**src/rtl/fp_round_pack.sv**
```systemverilog
`default_nettype none
// ============================================================================
// Module   : fp_round_pack
// Brief    : Two-stage round-to-nearest-even, range check and IEEE-style pack
//            with valid/ready flow control and sticky exception flags.
// Revision : 1.0  initial release
// ============================================================================
module fp_round_pack #(
  parameter int N = 32
) (
  input  logic             clk,
  input  logic             rst,
  input  logic             in_valid,
  output logic             in_ready,
  input  logic             in_sign,
  input  logic [N/4-1:0]   in_exp,
  input  logic [N-N/4-1:0] in_mag,
  input  logic [2:0]       in_grs,
  input  logic             in_zero,
  output logic             out_valid,
  input  logic             out_ready,
  output logic [N-1:0]     out_sum,
  output logic [2:0]       out_flags,
  input  logic             flag_clr,
  output logic [2:0]       flags_sticky
);

  localparam int c_E = N / 4;
  localparam int c_M = N - N / 4;
  localparam int c_F = c_M - 1;

  // Flow control
  logic w_s2_adv;
  logic w_s1_adv;
  logic w_out_xfer;

  // Stage 1 (rounding) signals
  logic         w_inc;
  logic [c_M:0] w_rnd;
  logic         w_unf_in;

  logic         r_s1_v;
  logic         r_s1_sign;
  logic [c_E-1:0] r_s1_exp;
  logic [c_M:0] r_s1_rnd;
  logic         r_s1_inx;
  logic         r_s1_zero;
  logic         r_s1_unf;

  // Stage 2 (renormalize / pack) signals
  logic           w_carry;
  logic [c_E:0]   w_exp_f;
  logic [c_F-1:0] w_frac;
  logic           w_ovf;
  logic [N-1:0]   w_sum;
  logic [2:0]     w_flags;

  logic         r_s2_v;
  logic [N-1:0] r_out_sum;
  logic [2:0]   r_out_flags;
  logic [2:0]   r_sticky;

  assign w_s2_adv   = !r_s2_v || out_ready;
  assign w_s1_adv   = !r_s1_v || w_s2_adv;
  assign in_ready   = !rst && w_s1_adv;
  assign w_out_xfer = r_s2_v && out_ready;

  assign w_inc    = in_grs[2] & (in_grs[1] | in_grs[0] | in_mag[0]);
  assign w_rnd    = {1'b0, in_mag} + {{c_M{1'b0}}, w_inc};
  assign w_unf_in = !in_zero && (in_exp == '0);

  always_ff @(posedge clk) begin
    if (rst) begin
      r_s1_v    <= 1'b0;
      r_s1_sign <= 1'b0;
      r_s1_exp  <= '0;
      r_s1_rnd  <= '0;
      r_s1_inx  <= 1'b0;
      r_s1_zero <= 1'b0;
      r_s1_unf  <= 1'b0;
    end else if (w_s1_adv) begin
      r_s1_v <= in_valid;
      if (in_valid) begin
        r_s1_sign <= in_sign;
        r_s1_exp  <= in_exp;
        r_s1_rnd  <= w_rnd;
        r_s1_inx  <= |in_grs;
        r_s1_zero <= in_zero;
        r_s1_unf  <= w_unf_in;
      end
    end
  end

  // Carry-out of the rounded significand means it became exactly 2.0.
  assign w_carry = r_s1_rnd[c_M];
  assign w_exp_f = {1'b0, r_s1_exp} + {{c_E{1'b0}}, w_carry};
  assign w_frac  = w_carry ? r_s1_rnd[c_M-1:1] : r_s1_rnd[c_F-1:0];
  assign w_ovf   = (w_exp_f >= {1'b0, {c_E{1'b1}}});

  always_comb begin
    w_sum   = '0;
    w_flags = 3'b000;
    if (r_s1_zero) begin
      w_sum = {r_s1_sign, {(N-1){1'b0}}};
    end else if (r_s1_unf) begin
      w_sum   = {r_s1_sign, {(N-1){1'b0}}};
      w_flags = 3'b011;
    end else if (w_ovf) begin
      w_sum   = {r_s1_sign, {c_E{1'b1}}, {c_F{1'b0}}};
      w_flags = 3'b101;
    end else begin
      w_sum   = {r_s1_sign, w_exp_f[c_E-1:0], w_frac};
      w_flags = {2'b00, r_s1_inx};
    end
  end

  always_ff @(posedge clk) begin
    if (rst) begin
      r_s2_v      <= 1'b0;
      r_out_sum   <= '0;
      r_out_flags <= 3'b000;
    end else if (w_s2_adv) begin
      r_s2_v <= r_s1_v;
      if (r_s1_v) begin
        r_out_sum   <= w_sum;
        r_out_flags <= w_flags;
      end
    end
  end

  // A clear coinciding with a transfer keeps only that transfer's flags.
  always_ff @(posedge clk) begin
    if (rst) begin
      r_sticky <= 3'b000;
    end else if (w_out_xfer && flag_clr) begin
      r_sticky <= r_out_flags;
    end else if (flag_clr) begin
      r_sticky <= 3'b000;
    end else if (w_out_xfer) begin
      r_sticky <= r_sticky | r_out_flags;
    end
  end

  assign out_valid    = r_s2_v;
  assign out_sum      = r_out_sum;
  assign out_flags    = r_out_flags;
  assign flags_sticky = r_sticky;

endmodule
`default_nettype wire

```
**config.mk**
```make
export PLATFORM = sky130hd
export DESIGN_NAME = fp_round_pack
export DESIGN_NICKNAME = d
export VERILOG_FILES = /design/src/rtl/fp_round_pack.sv
export SDC_FILE = /design/constraint.sdc
export NUM_CORES = 1
export LEC_CHECK = 0
export ABC_AREA = 1
export BUFFER_PORTS_ARGS = -buffer_cell sky130_fd_sc_hd__buf_2
export CORE_ASPECT_RATIO = 0.9
export CORE_MARGIN = 1.5
export CORE_UTILIZATION = 35
export DETAILED_ROUTE_END_ITERATION = 10
export PLACE_DENSITY = 0.52
export SKIP_LAST_GASP = 1
export SLEW_MARGIN = 20
export SYNTH_ARGS = -nofsm -noshare
export SYNTH_HDL_FRONTEND = slang
export SYNTH_SLANG_ARGS = --single-unit
```
**constraint.sdc**
```tcl
create_clock -name clk -period 3.8 [get_ports clk]
set_input_delay 0.19 -clock clk [delete_from_list [all_inputs] [get_ports clk]]
set_output_delay 0.19 -clock clk [all_outputs]
set_load 0.005 [all_outputs]
```
# --- After elaboration in Yosys (flattened, before gate mapping) ---
# Cells that the tools add are included.
word_totals:
  n_memories: 0
  romBits: 0
  ramBits: 0
  input_bits: 42
  wordCells: 43
  reg_bits: 77
  latchBits: 0
classes:
  n_reduce_logical: 15
  eq_ne: 0
  mul: 0
  n_mux: 10
  addsub: 2
  shifts: 0
  order_cmp: 1
  bitwise: 4
  n_div: 0
ops:
  columns: ["op", "count"]
  rows:
  - ["$mux W31", 3]
  - ["$add A24 B1 Y25", 1]
  - ["$mux W23", 1]
  - ["$mux W3", 6]
  - ["$add A8 B1 Y9", 1]
  - ["$ge A9 B8 Y1 const B", 1]
  - ["$logic_not A8 Y1", 1]
  - ["$logic_and A1 B1 Y1", 4]
  - ["$logic_not A1 Y1", 4]
  - ["$reduce_and A2 Y1", 2]
  - ["$or A3 B3 Y3", 1]
  - ["$reduce_bool A3 Y1", 1]
  - ["$reduce_or A3 Y1", 1]
  - ["$logic_or A1 B1 Y1", 2]
  - ["$or A1 B1 Y1", 2]
  - ["$and A1 B1 Y1", 1]

# --- Logic depth before layout (Yosys ltp) ---
# Gate-level depths: netlist (run 1).
logic_depth:
  depth_word: 5
  ltp_mapped: 13
  mapped_depth_nobuf: 13

# --- Worst setup path after synthesis (run 1) ---
# Ideal clock, no wire load.
synth_path:
  kind: "register to register"
  start: "reg r_s1_rnd[24]"
  end: "reg r_out_sum[15], in the netlist out_sum[15]"
  arrival_time_ns: 1.586
  stages_incl_launch_ff: 13
  path_slack_ns: 2.079
  n_path_buf: 1
  path_cell_list: "dfxtp_1 -> ha_1 -> ha_1 -> nand2_2 -> nor2_2 -> nand2_1 -> nand2_1 -> nand2_2 -> nor2_4 -> nand3_4 -> buf_6 -> nand4_1 -> a21oi_1"
synth_via:
  elab_chain_cells: 5
  elab_cells_between_ends: 6
synth_lines:
  columns: ["item", "line_no", "source"]
  rows:
  - ["from (decl)", "45", "logic [c_M:0] r_s1_rnd;"]
  - ["from (signal assigned)", "86", "r_s1_rnd <= w_rnd;"]
  - ["$add A8 B1 Y9", "96", "assign w_exp_f = {1'b0, r_s1_exp} + {{c_E{1'b0}}, w_carry};"]
  - ["$ge A9 B8 Y1", "98", "assign w_ovf = (w_exp_f >= {1'b0, {c_E{1'b1}}});"]
  - ["$mux W31 (*)", "108", "end else if (w_ovf) begin"]
  - ["$mux W31 (*)", "105", "end else if (r_s1_unf) begin"]
  - ["$mux W31 (*)", "103", "if (r_s1_zero) begin"]
  - ["to (signal assigned)", "125", "r_out_sum <= w_sum;"]
  - ["to (decl)", "59", "logic [N-1:0] r_out_sum;"]
# Every way passes the cells marked *; elsewhere a longest branch is shown, timed or not.
# A chain may end at the register's enable or synchronous reset.

# --- Final worst setup path (run 1) ---
layout_path:
  start: "reg r_s1_exp[0]"
  end: "reg r_out_sum[26], in the netlist out_sum[26]"
layout_via:
  elab_chain_cells: 5
layout_lines:
  columns: ["item", "line_no", "source"]
  rows:
  - ["from (decl)", "44", "logic [c_E-1:0] r_s1_exp;"]
  - ["from (signal assigned)", "85", "r_s1_exp <= in_exp;"]
  - ["$add A8 B1 Y9 (*)", "96", null]
  - ["$ge A9 B8 Y1", "98", null]
  - ["$mux W31 (*)", "108", null]
  - ["$mux W31 (*)", "105", null]
  - ["$mux W31 (*)", "103", null]
# Marked as above.

==> qor.yml, run 1 <==
ctsResizeCount: 0
initial_core_util_pct: 36.44
clock_latency_ns: 0.33
r2r_start: "r_s1_exp[0]"
r2r.worst_path.cells: 8
drv_slew: 0
vias_per_cell: 4.823
yosysWarningCount: 0
dp_hpwl_mm: 7.908
rsz0062_at_grt: "false"
nFillCells: 1206
tns_ns: 0
hp-class: "in -> reg"
io_buffers: 81
antenna_found_initial: 0
place.gp.congestion: 0.8915
final_common_cell: "nand2_1"
synthTopCellsByArea: "dfxtp_1, nand2_1, a21oi_1, o21ai_0, inv_1"
cp_num_buf_inv: 0
insertedDiodeCount: 0
fp.dieW_um: 115.5
post_cts_buffers: 0
relSlewSlack_pct: 52.80
combPwrFrac_pct: 12.2
die-area_mm2: 0.01205
rows: 36
cts_tree: "done"
reg2reg_to: "out_sum[26]"
worst-path-stages: 8
clockPowerShare_pct: 41.7
pwr-share-seq_pct: 46.1
synth_top_area_cell: "dfxtp_1"
ys_seq_area_share_pct: 38.64
syn_nets: 613
worstPathArrival_ns: 2.51
fmax_mhz: 444.9
core_area_mm2: 0.01095
power_mw: 1.903
grt_max_degree: 56
clk_path_buf_depth: 2
cts_hold_buf: 0
antenna_left: 0
setup_violations: 0
finClkSkew_ns: 0.006632
switching_power_mw: 0.4974
switching_share_pct: 26.14
status: "finished, final reports clean"
area_growth_pct: 18.88
globalRouteOverflowTotal: 0
clock_sinks: 77
endpoint_kind: "flop"
grt_pass1_vias: 3411
clockRootBuffer: "clkbuf_16"
synth_top_area_share_pct: 38.64
min_period_ns: 2.248
start_kind: "flop"
p_per_area_mw_per_mm2: 401.2
synth_area_mm2: 0.003989
drive_gt1_share_pct: 20.53
final_cell_mix: "nand2_1, buf_2, dfxtp_1"
drt-initial-drc-count: 225
die_h_um: 104.3
cp_top_family: "simple AND/OR/NAND/NOR gates"
p_int_mw: 1.405
synth-seq-cells: 77
path_clk_slew_ns: 0.06
cts_htree_levels: 3
peakVddDrop_uv: 208.5
max_stage_delay_ns: 0.55
grt_pass1_wl_mm: 17.22
syn_avg_cell_area_um2: 7.023
drcViolationCount: 0
wirelength_mm: 10.47
crit_path_start: "r_s1_exp[0]"
track_usage_pct: 18.06
hold_violations: 0
yosysUniqueCellTypes: 37
path_max_fanout: 26
drtPass1Iterations: 4
crit_end: "out_sum[26]"
fin_nets: 678
cts_buffers: 9
min_period_over_period_pct: 59.16
crit_type: "reg -> reg"
pin_count: 82
drv_cap: 0
critPathRequiredTime_ns: 4.06
reg2reg_slack_ns: 1.55
cp_cell_sequence: "ha_1 > ha_1 > nand2_2 > nor2_2 > nand4_2 > nand2_4 > nand2_4 > a21oi_2"
leakagePower_nw: 2.097
vias: 3810
postSynthCellCount: 568
wl_per_cell_um: 13.26
worst_pin_slew_ns: 0.7055
crit_slowest_cell: "nand4_2"
==> area by class of cell <==
| cell class | instances | area [um^2] | area share [%] |
|---|---|---|---|
| Inverter | 68 | 255.2 | 5.383 |
| Sequential cell | 77 | 1541 | 32.51 |
| Timing Repair Buffer | 85 | 435.4 | 9.182 |
| Clock buffer | 12 | 256.5 | 5.409 |
| Multi-Input combinational cell | 392 | 2041 | 43.03 |
| Clock inverter | 4 | 22.52 | 0.4749 |
| Tap cell | 152 | 190.2 | 4.011 |
==> metrics by stage <==
step | instance area, um^2 | std cells | setup slack (ns) | hold slack [ns] | util [%]
5_1_grt | 4742 | 790 | 1.350 | 0.1289 | 43.32
4_1_cts | 4742 | 790 | 1.569 | 0.1228 | 43.32
3_5_place_dp | 4463 | 774 | 1.563 | 0.4536 | 40.78
3_3_place_gp | 4463 | 774 | 1.600 | 0.4501 | 40.78
6_report | 4742 | 790 | 1.552 | 0.1287 | 43.32
2_1_floorplan | 3989 | 568 | 2.079 | 0.3377 | -
==> synth_stat cells <==
| master | number |
|---|---|
| nand2_1 | 105 |
| dfxtp_1 | 77 |
| a21oi_1 | 71 |
| inv_1 | 63 |
| o21ai_0 | 48 |
| nor2_1 | 41 |
| nand4_1 | 32 |
| nand3_1 | 25 |
| clkbuf_1 | 22 |
| nor3_1 | 9 |
| xor2_1 | 9 |
| a21oi_2 | 8 |
| nand2_2 | 5 |
| buf_2 | 4 |
| buf_6 | 4 |
| inv_2 | 4 |
| nand3b_1 | 4 |
| xnor2_1 | 4 |
| a22oi_1 | 3 |
| ha_1 | 3 |
| nor2_4 | 3 |
| o211ai_1 | 3 |
| nand2_4 | 2 |
| nand3_2 | 2 |
| nor2_2 | 2 |
| nor4_1 | 2 |
| o21ai_1 | 2 |
| or2_2 | 2 |
| a31oi_1 | 1 |
| a32oi_1 | 1 |
| buf_1 | 1 |
| clkinv_1 | 1 |
| nand3_4 | 1 |
| nand4_2 | 1 |
| nor3_4 | 1 |
| nor3b_1 | 1 |
| or2_0 | 1 |
==> tightest hold or removal path, stage by stage <==
cell	delay, ns
buf_2	0.09
inv_1	0.06
a21oi_1	0.06
==> logic make-up (layout without fill, tap and decap cells) <==
logic type      Yosys count  in the layout  share of synthesized area (%)
compound gates          137            137                          18.44
xor+xnor                 13             13                          2.854
fa+ha+maj                 3              3                         0.9411
buf+inv                  99            169                          10.19
flops                    77             77                          38.64
simple gates            239            239                          28.92
==> power groups by stage <==
stage	registers (mW)	clock network [mW]	logic, mW
after floorplan	0.887	0	0.152
after global placement	0.894	0	0.230
after detailed placement	0.894	0	0.232
after CTS	0.877	0.811	0.233
after global routing	0.882	0.848	0.265
final	0.877	0.794	0.232
==> state kept, by name, summed over array words and instances (netlist names) <==
| signal | flops |
|---|---|
| r_s1_inx | 1 |
| r_s1_unf | 1 |
| out_sum | 32 |
| out_valid | 1 |
| r_s1_zero | 1 |
| flags_sticky | 3 |
| r_s1_sign | 1 |
| r_s1_rnd | 25 |
| out_flags | 3 |
| r_s1_v | 1 |
| r_s1_exp | 8 |
==> layer usage <==
metal / global-route usage (%) / wire, um
met4: 6.349 / 160
met2: 23.71 / 3976
met5: 0 / 0
met3: 2.855 / 386
met1: 28.92 / 5949
==> worst min path at each step <==
stage	start	to	slack, ns	cells past startpoint
floorplan	in_zero	r_s1_zero	0.34	2
detailed placement	flags_sticky[2]	flags_sticky[2]	0.45	2
finish	in_zero	r_s1_zero	0.13	3
global route	in_grs[2]	r_s1_inx	0.13	3
CTS	in_grs[2]	r_s1_inx	0.12	3
global placement	out_sum[18]	out_sum[18]	0.45	2
Note: power is estimated with default switching activity, not from simulation.
==> run 2, diff against run 1 <==
==> constraint.sdc (replaced) <==
create_clock -name clk -period 2.2 [get_ports clk]
set_input_delay 0.11 -clock clk [delete_from_list [all_inputs] [get_ports clk]]
set_output_delay 0.11 -clock clk [all_outputs]
set_load 0.005 [all_outputs]
==> run 2 against run 1 <==
Against the previous run: final cell count grew 0.38%; die area is the same; register-to-register slack lost 1.4 ns; clock skew grew 0.0025 ns; utilization grew 0.94 points; clock power grew 120%; combinational power grew 75%; global-route usage grew 0.39 points; critical path depth grew 4; largest cell class unchanged.
==> qor.yml, run 2 (synthesis gave the netlist of run 1 again) <==
status: "finished, final reports clean"
wl_met1_mm: 5.853  # -1.6%
rows: 36  # unchanged
worst_pin_slew_ns: 0.6387  # -0.06673 ns
crit_slowest_cell: "dfxtp_1"
final_cell_count_no_fill: 793  # +0.38%
nFillCells: 1167  # -3.2%
fin_nets: 681  # +0.44%
min_period_over_period_pct: 91.36  # +32 points
worstPathArrival_ns: 2.19  # -0.32 ns
cp_top_family: "simple AND/OR/NAND/NOR gates"
cts_buffers: 9  # unchanged
start_kind: "flop"
vias: 3878  # +1.8%
antenna_found_initial: 0  # unchanged
tns_ns: 0  # unchanged
globalRouteOverflowTotal: 0  # unchanged
final_common_cell: "nand2_1"
drive_gt1_share_pct: 21.06  # +0.53 points
clk_path_buf_depth: 2  # unchanged
pin_count: 82  # unchanged
wirelength_mm: 10.66  # +1.8%
wl_met2_mm: 4.150  # +4.4%
finClkSkew_ns: 0.009141  # +0.002510 ns
peakVddDrop_uv: 343.9  # +65%
final_cell_mix: "nand2_1, buf_2, dfxtp_1"
leakagePower_nw: 2.143  # +2.2%
clockRootBuffer: "clkbuf_16"
drv_cap: 0  # unchanged
largest_reg_flops: 32  # unchanged
dp_cells: 777  # +0.39%
hp-class: "in -> reg"
antenna_left: 0  # unchanged
cts_tree: "done"
cts_htree_levels: 3  # unchanged
setup_violations: 0  # unchanged
rsz0062_at_grt: "false"
cp_cell_sequence: "ha_1 > ha_1 > nand2_2 > nor2_2 > nand2_1 > nand2_1 > nand2_2 > nor2_4 > nand3_4 > buf_4 > nand4_1 > a21oi_1"
place.gp.congestion: 0.8864  # -0.57%
clock_sinks: 77  # unchanged
grt_pass1_wl_mm: 17.45  # +1.4%
drtPass1Iterations: 4  # unchanged
io_buffers: 81  # unchanged
endpoint_kind: "flop"
area_growth_pct: 21.46
dr.max_layer_used: "met4"
post_cts_buffers: 0  # unchanged
dp_hpwl_mm: 8.024  # +1.5%
drt-initial-drc-count: 233  # +3.6%
grt_max_degree: 56  # unchanged
path_clk_slew_ns: 0.06  # about the same
insertedDiodeCount: 0  # unchanged
die-area_mm2: 0.01205  # unchanged
fmax_mhz: 497.6  # +12%
min_period_ns: 2.010  # -0.2381 ns
max_stage_delay_ns: 0.34  # -0.21 ns
drcViolationCount: 0  # unchanged
cts_hold_buf: 0  # unchanged
multi_input_area_mm2: 0.002041  # unchanged
clock_latency_ns: 0.33  # about the same
critPathRequiredTime_ns: 2.38  # -1.68 ns
initial_core_util_pct: 36.44  # unchanged
path_max_fanout: 23  # -12%
p_per_area_mw_per_mm2: 755.6  # +88%
hold_violations: 0  # unchanged
relSlewSlack_pct: 57.42  # +4.6 points
fp.dieW_um: 115.5  # unchanged
cp_num_buf_inv: 1  # +1
track_usage_pct: 18.45  # +0.39 points
crit_type: "reg -> reg"
seq_area_mm2: 0.001541  # unchanged
die_h_um: 104.3  # unchanged
grt_pass1_vias: 3450  # +1.1%
vias_per_cell: 4.890  # +1.4%
wl_per_cell_um: 13.44  # +1.4%
drv_slew: 0  # unchanged
dr_wl_met3_um: 522  # +35%
core_area_mm2: 0.01095  # unchanged
==> run 2: cell count changes in the layout (fill, tap and decap cells not counted) <==
| cell | change |
|---|---|
| o21ai_0 | -1 |
| buf_4 | +3 |
| o21ai_1 | +1 |
| clkinv_2 | -3 |
| clkinv_4 | +1 |
| bufinv_16 | +3 |
| clkbuf_1 | -1 |
==> run 2: final cells by class <==
type,count,share of cell area [%]
clock buffers,11,5.217
repair buffers,88,9.452
inverters,68,5.269
multi-input cells,392,42.12
clock inverters,5,2.195
flip-flops and latches,77,31.82
well taps,152,3.926
==> run 2: path summary, 6_finish.rpt <==
check	start	to	slack (ns)	cells after the start
setup / recovery	r_s1_exp[0]	out_sum[15]	0.19	12
hold / removal	in_zero	r_s1_zero	0.05	3
setup reg to reg	r_s1_exp[0]	out_sum[15]	0.19	12
hold reg to reg	flags_sticky[1]	flags_sticky[1]	0.46	2
==> run 2: what timing repair did <==
| action | in CTS | in global routing |
|---|---|---|
| hold endpoints to repair | 0 | 0 |
| gates resized for setup | 0 | 1 |
| endpoints found under the setup margin | 0 | 10 |
==> run 2: tightest hold or removal path: stages <==
cell and delay, ns:
buf_2 0.10, inv_1 0.06, a21oi_1 0.06
==> run 2: power by group <==
part / switching (mW) / internal, mW / total, mW
logic: 0.264 / 0.143 / 0.407
clock network: 0.569 / 1.17 / 1.74
registers: 0.0475 / 1.47 / 1.51
total: 0.880 / 2.78 / 3.66
==> run 2: layer usage <==
layer  track usage (%)  up-vias
li1                  -     2036
met1             29.72     1737
met2             24.18       93
met3             3.205       12
met4             5.732        0
met5                 0        -
==> run 2: stage by stage <==
stage / power (mW) / hold slack [ns] / area (um^2) / worst slack (ns) / utilization [%]
after floorplan: 1.795 / 0.2577 / 3989 / 0.4787 / -
after global placement: 1.948 / 0.3800 / 4486 / 0.3184 / 40.98
after detailed placement: 1.951 / 0.3885 / 4486 / 0.2148 / 40.98
after CTS: 3.702 / 0.03336 / 4845 / 0.1922 / 44.26
after global routing: 3.821 / 0.04384 / 4845 / 0.002885 / 44.26
final: 3.661 / 0.04584 / 4845 / 0.1902 / 44.26
==> run 3, diff against run 2 <==
--- a/config.mk
+++ b/config.mk
@@ -10,7 +10,9 @@
 export CORE_ASPECT_RATIO = 0.9
 export CORE_MARGIN = 1.5
 export CORE_UTILIZATION = 35
+export CTS_BUF_LIST = sky130_fd_sc_hd__clkbuf_4 sky130_fd_sc_hd__clkbuf_8 sky130_fd_sc_hd__clkbuf_16
 export DETAILED_ROUTE_END_ITERATION = 10
+export GPL_ROUTABILITY_DRIVEN = 1
 export PLACE_DENSITY = 0.52
 export SKIP_LAST_GASP = 1
 export SLEW_MARGIN = 20
==> constraint.sdc (replaced) <==
create_clock -name clk -period 2.1 [get_ports clk]
set_input_delay 0.105 -clock clk [delete_from_list [all_inputs] [get_ports clk]]
set_output_delay 0.105 -clock clk [all_outputs]
set_load 0.005 [all_outputs]
==> run 3 against run 2 <==
Against the previous run: count of clock-buffer cells in the layout is the same; first-iteration DRC count down 4.7%; power fell by 2.2%; clock skew fell by 0.0029 ns; worst setup slack better by 0.011 ns; flip-flop and latch count unchanged; sequential share of layout area is 0.27 points higher; via count is 1.3% lower; critical endpoint is now out_sum[12]; clock power shrank 9.8%; register-to-register slack is essentially flat; largest power group is now registers; utilization down 0.37 points; worst hold slack got worse by 0.0097 ns.
==> qor.yml, run 3 (synthesis gave the netlist of run 1 again) <==
clock_sinks: 77  # unchanged
insertedDiodeCount: 0  # unchanged
max_stage_delay_ns: 0.33  # about the same
path_max_fanout: 23  # unchanged
globalRouteOverflowTotal: 0  # unchanged
endpoint_kind: "flop"
clock_latency_ns: 0.33  # about the same
drt-initial-drc-count: 222  # -4.7%
p_per_area_mw_per_mm2: 745.0  # -1.4%
hp-class: "in -> reg"
fmax_mhz: 526.7  # +5.9%
reg2reg_slack_ns: 0.20  # about the same
fin_nets: 681  # unchanged
relSlewSlack_pct: 57.10  # -0.32 points
cp_top_family: "simple AND/OR/NAND/NOR gates"
whs_ns: 0.03616  # -0.009688 ns
setup_violations: 0  # unchanged
drv_slew: 0  # unchanged
pin_count: 82  # unchanged
nFillCells: 1171  # +0.34%
critPathRequiredTime_ns: 2.29  # -0.09 ns
multi_input_area_mm2: 0.002041  # unchanged
clk_path_buf_depth: 2  # unchanged
status: "finished, final reports clean"
r2r_start: "r_s1_exp[0]"
crit_end: "out_sum[12]"
cts_hold_buf: 0  # unchanged
min_period_over_period_pct: 90.41  # -0.95 points
crit_type: "reg -> reg"
fp.dieW_um: 115.5  # unchanged
reg2reg_to: "out_sum[12]"
path_clk_slew_ns: 0.06  # about the same
drcViolationCount: 0  # unchanged
crit_slowest_cell: "dfxtp_1"
seq_area_mm2: 0.001541  # unchanged
grt_max_degree: 56  # unchanged
worstPathArrival_ns: 2.09  # -0.10 ns
worst-path-stages: 10  # -2
min_period_ns: 1.899  # -0.1113 ns
rsz0062_at_grt: "false"
r2r.worst_path.cells: 10  # -2
finClkSkew_ns: 0.006276  # -0.002866 ns
core_area_mm2: 0.01095  # unchanged
drive_gt1_share_pct: 21.06  # unchanged
rows: 36  # unchanged
io_buffers: 81  # unchanged
wl_per_cell_um: 13.45  # about the same
cts_tree: "done"
ctsResizeCount: 0  # unchanged
antenna_left: 0  # unchanged
vias: 3827  # -1.3%
leakagePower_nw: 2.127  # -0.75%
clockRootBuffer: "clkbuf_16"
wirelength_mm: 10.67  # about the same
drv_cap: 0  # unchanged
post_cts_buffers: 0  # unchanged
die_h_um: 104.3  # unchanged
crit_path_start: "r_s1_exp[0]"
start_kind: "flop"
grt_pass1_vias: 3425  # -0.72%
drtPass1Iterations: 5  # +1
largest_reg_flops: 32  # unchanged
place.gp.congestion: 0.8803  # -0.69%
antenna_found_initial: 0  # unchanged
tns_ns: 0  # unchanged
worst_pin_slew_ns: 0.6435  # +0.004816 ns
dp_hpwl_mm: 8.018  # about the same
area_growth_pct: 20.45
final_common_cell: "nand2_1"
track_usage_pct: 18.16  # -0.29 points
cts_htree_levels: 3  # unchanged
initial_core_util_pct: 36.44  # unchanged
grt_pass1_wl_mm: 17.34  # -0.64%
hold_violations: 0  # unchanged
final_cell_mix: "nand2_1, buf_2, dfxtp_1"
peakVddDrop_uv: 346.2  # +0.68%
cp_cell_sequence: "ha_1 > ha_1 > nand2_2 > o21ai_0 > o21ai_0 > nor2_1 > nand3_4 > buf_12 > nand4_1 > a21oi_1"
cp_num_buf_inv: 1  # unchanged
vias_per_cell: 4.826  # -1.3%
cts_buffers: 9  # unchanged
die-area_mm2: 0.01205  # unchanged
==> run 3: changes by cell type in the layout (fill, tap and decap cells not counted), sizes merged <==
cell / change
clkinv: +2
bufinv: -2
==> run 3: worst min path at each step <==
stage                        from         to  cells after the start
after floorplan           in_zero  r_s1_zero                      2
after CTS                 in_zero  r_s1_zero                      3
after global placement    in_zero  r_s1_zero                      3
after global routing      in_zero  r_s1_zero                      3
final                     in_zero  r_s1_zero                      3
after detailed placement  in_zero  r_s1_zero                      3
==> run 3: per-layer routing <==
metal | GRT usage [%] | vias to the layer above | routed length [um]
met3 | 3.730 | 6 | 520
met4 | 5.026 | 0 | 102
li1 | - | 2028 | -
met2 | 24.01 | 89 | 4187
met1 | 28.94 | 1704 | 5856
met5 | 0 | - | 0
==> run 3: through the flow <==
stage               setup slack, ns  instance area, um^2  instances  total power [mW]  util [%]
floorplan                    0.3787                 3989        568             1.880         -
global placement             0.2587                 4498        777             2.041     41.10
detailed placement           0.1971                 4498        777             2.045     41.10
CTS                          0.1928                 4805        793             3.619     43.90
global route               0.007334                 4805        793             3.753     43.90
finish                       0.2015                 4805        793             3.579     43.90
==> run 3: area by class of cell <==
type / count / share of cell area (%)
repair buffers: 88 / 9.792
well taps: 152 / 3.958
clock inverters: 5 / 1.250
inverters: 68 / 5.313
flip-flops and latches: 77 / 32.08
clock buffers: 11 / 5.130
multi-input cells: 392 / 42.47
==> run 3: power by group <==
part / total [mW] / internal, mW / leakage [nW] / switching [mW]
clock network: 1.57 / 0.967 / 0.149 / 0.600
logic: 0.427 / 0.150 / 1.35 / 0.277
registers: 1.58 / 1.54 / 0.632 / 0.0491
==> run 3: worst min-delay path: stages <==
cell and delay (ns):
buf_2 0.08, inv_1 0.04, a21oi_1 0.10
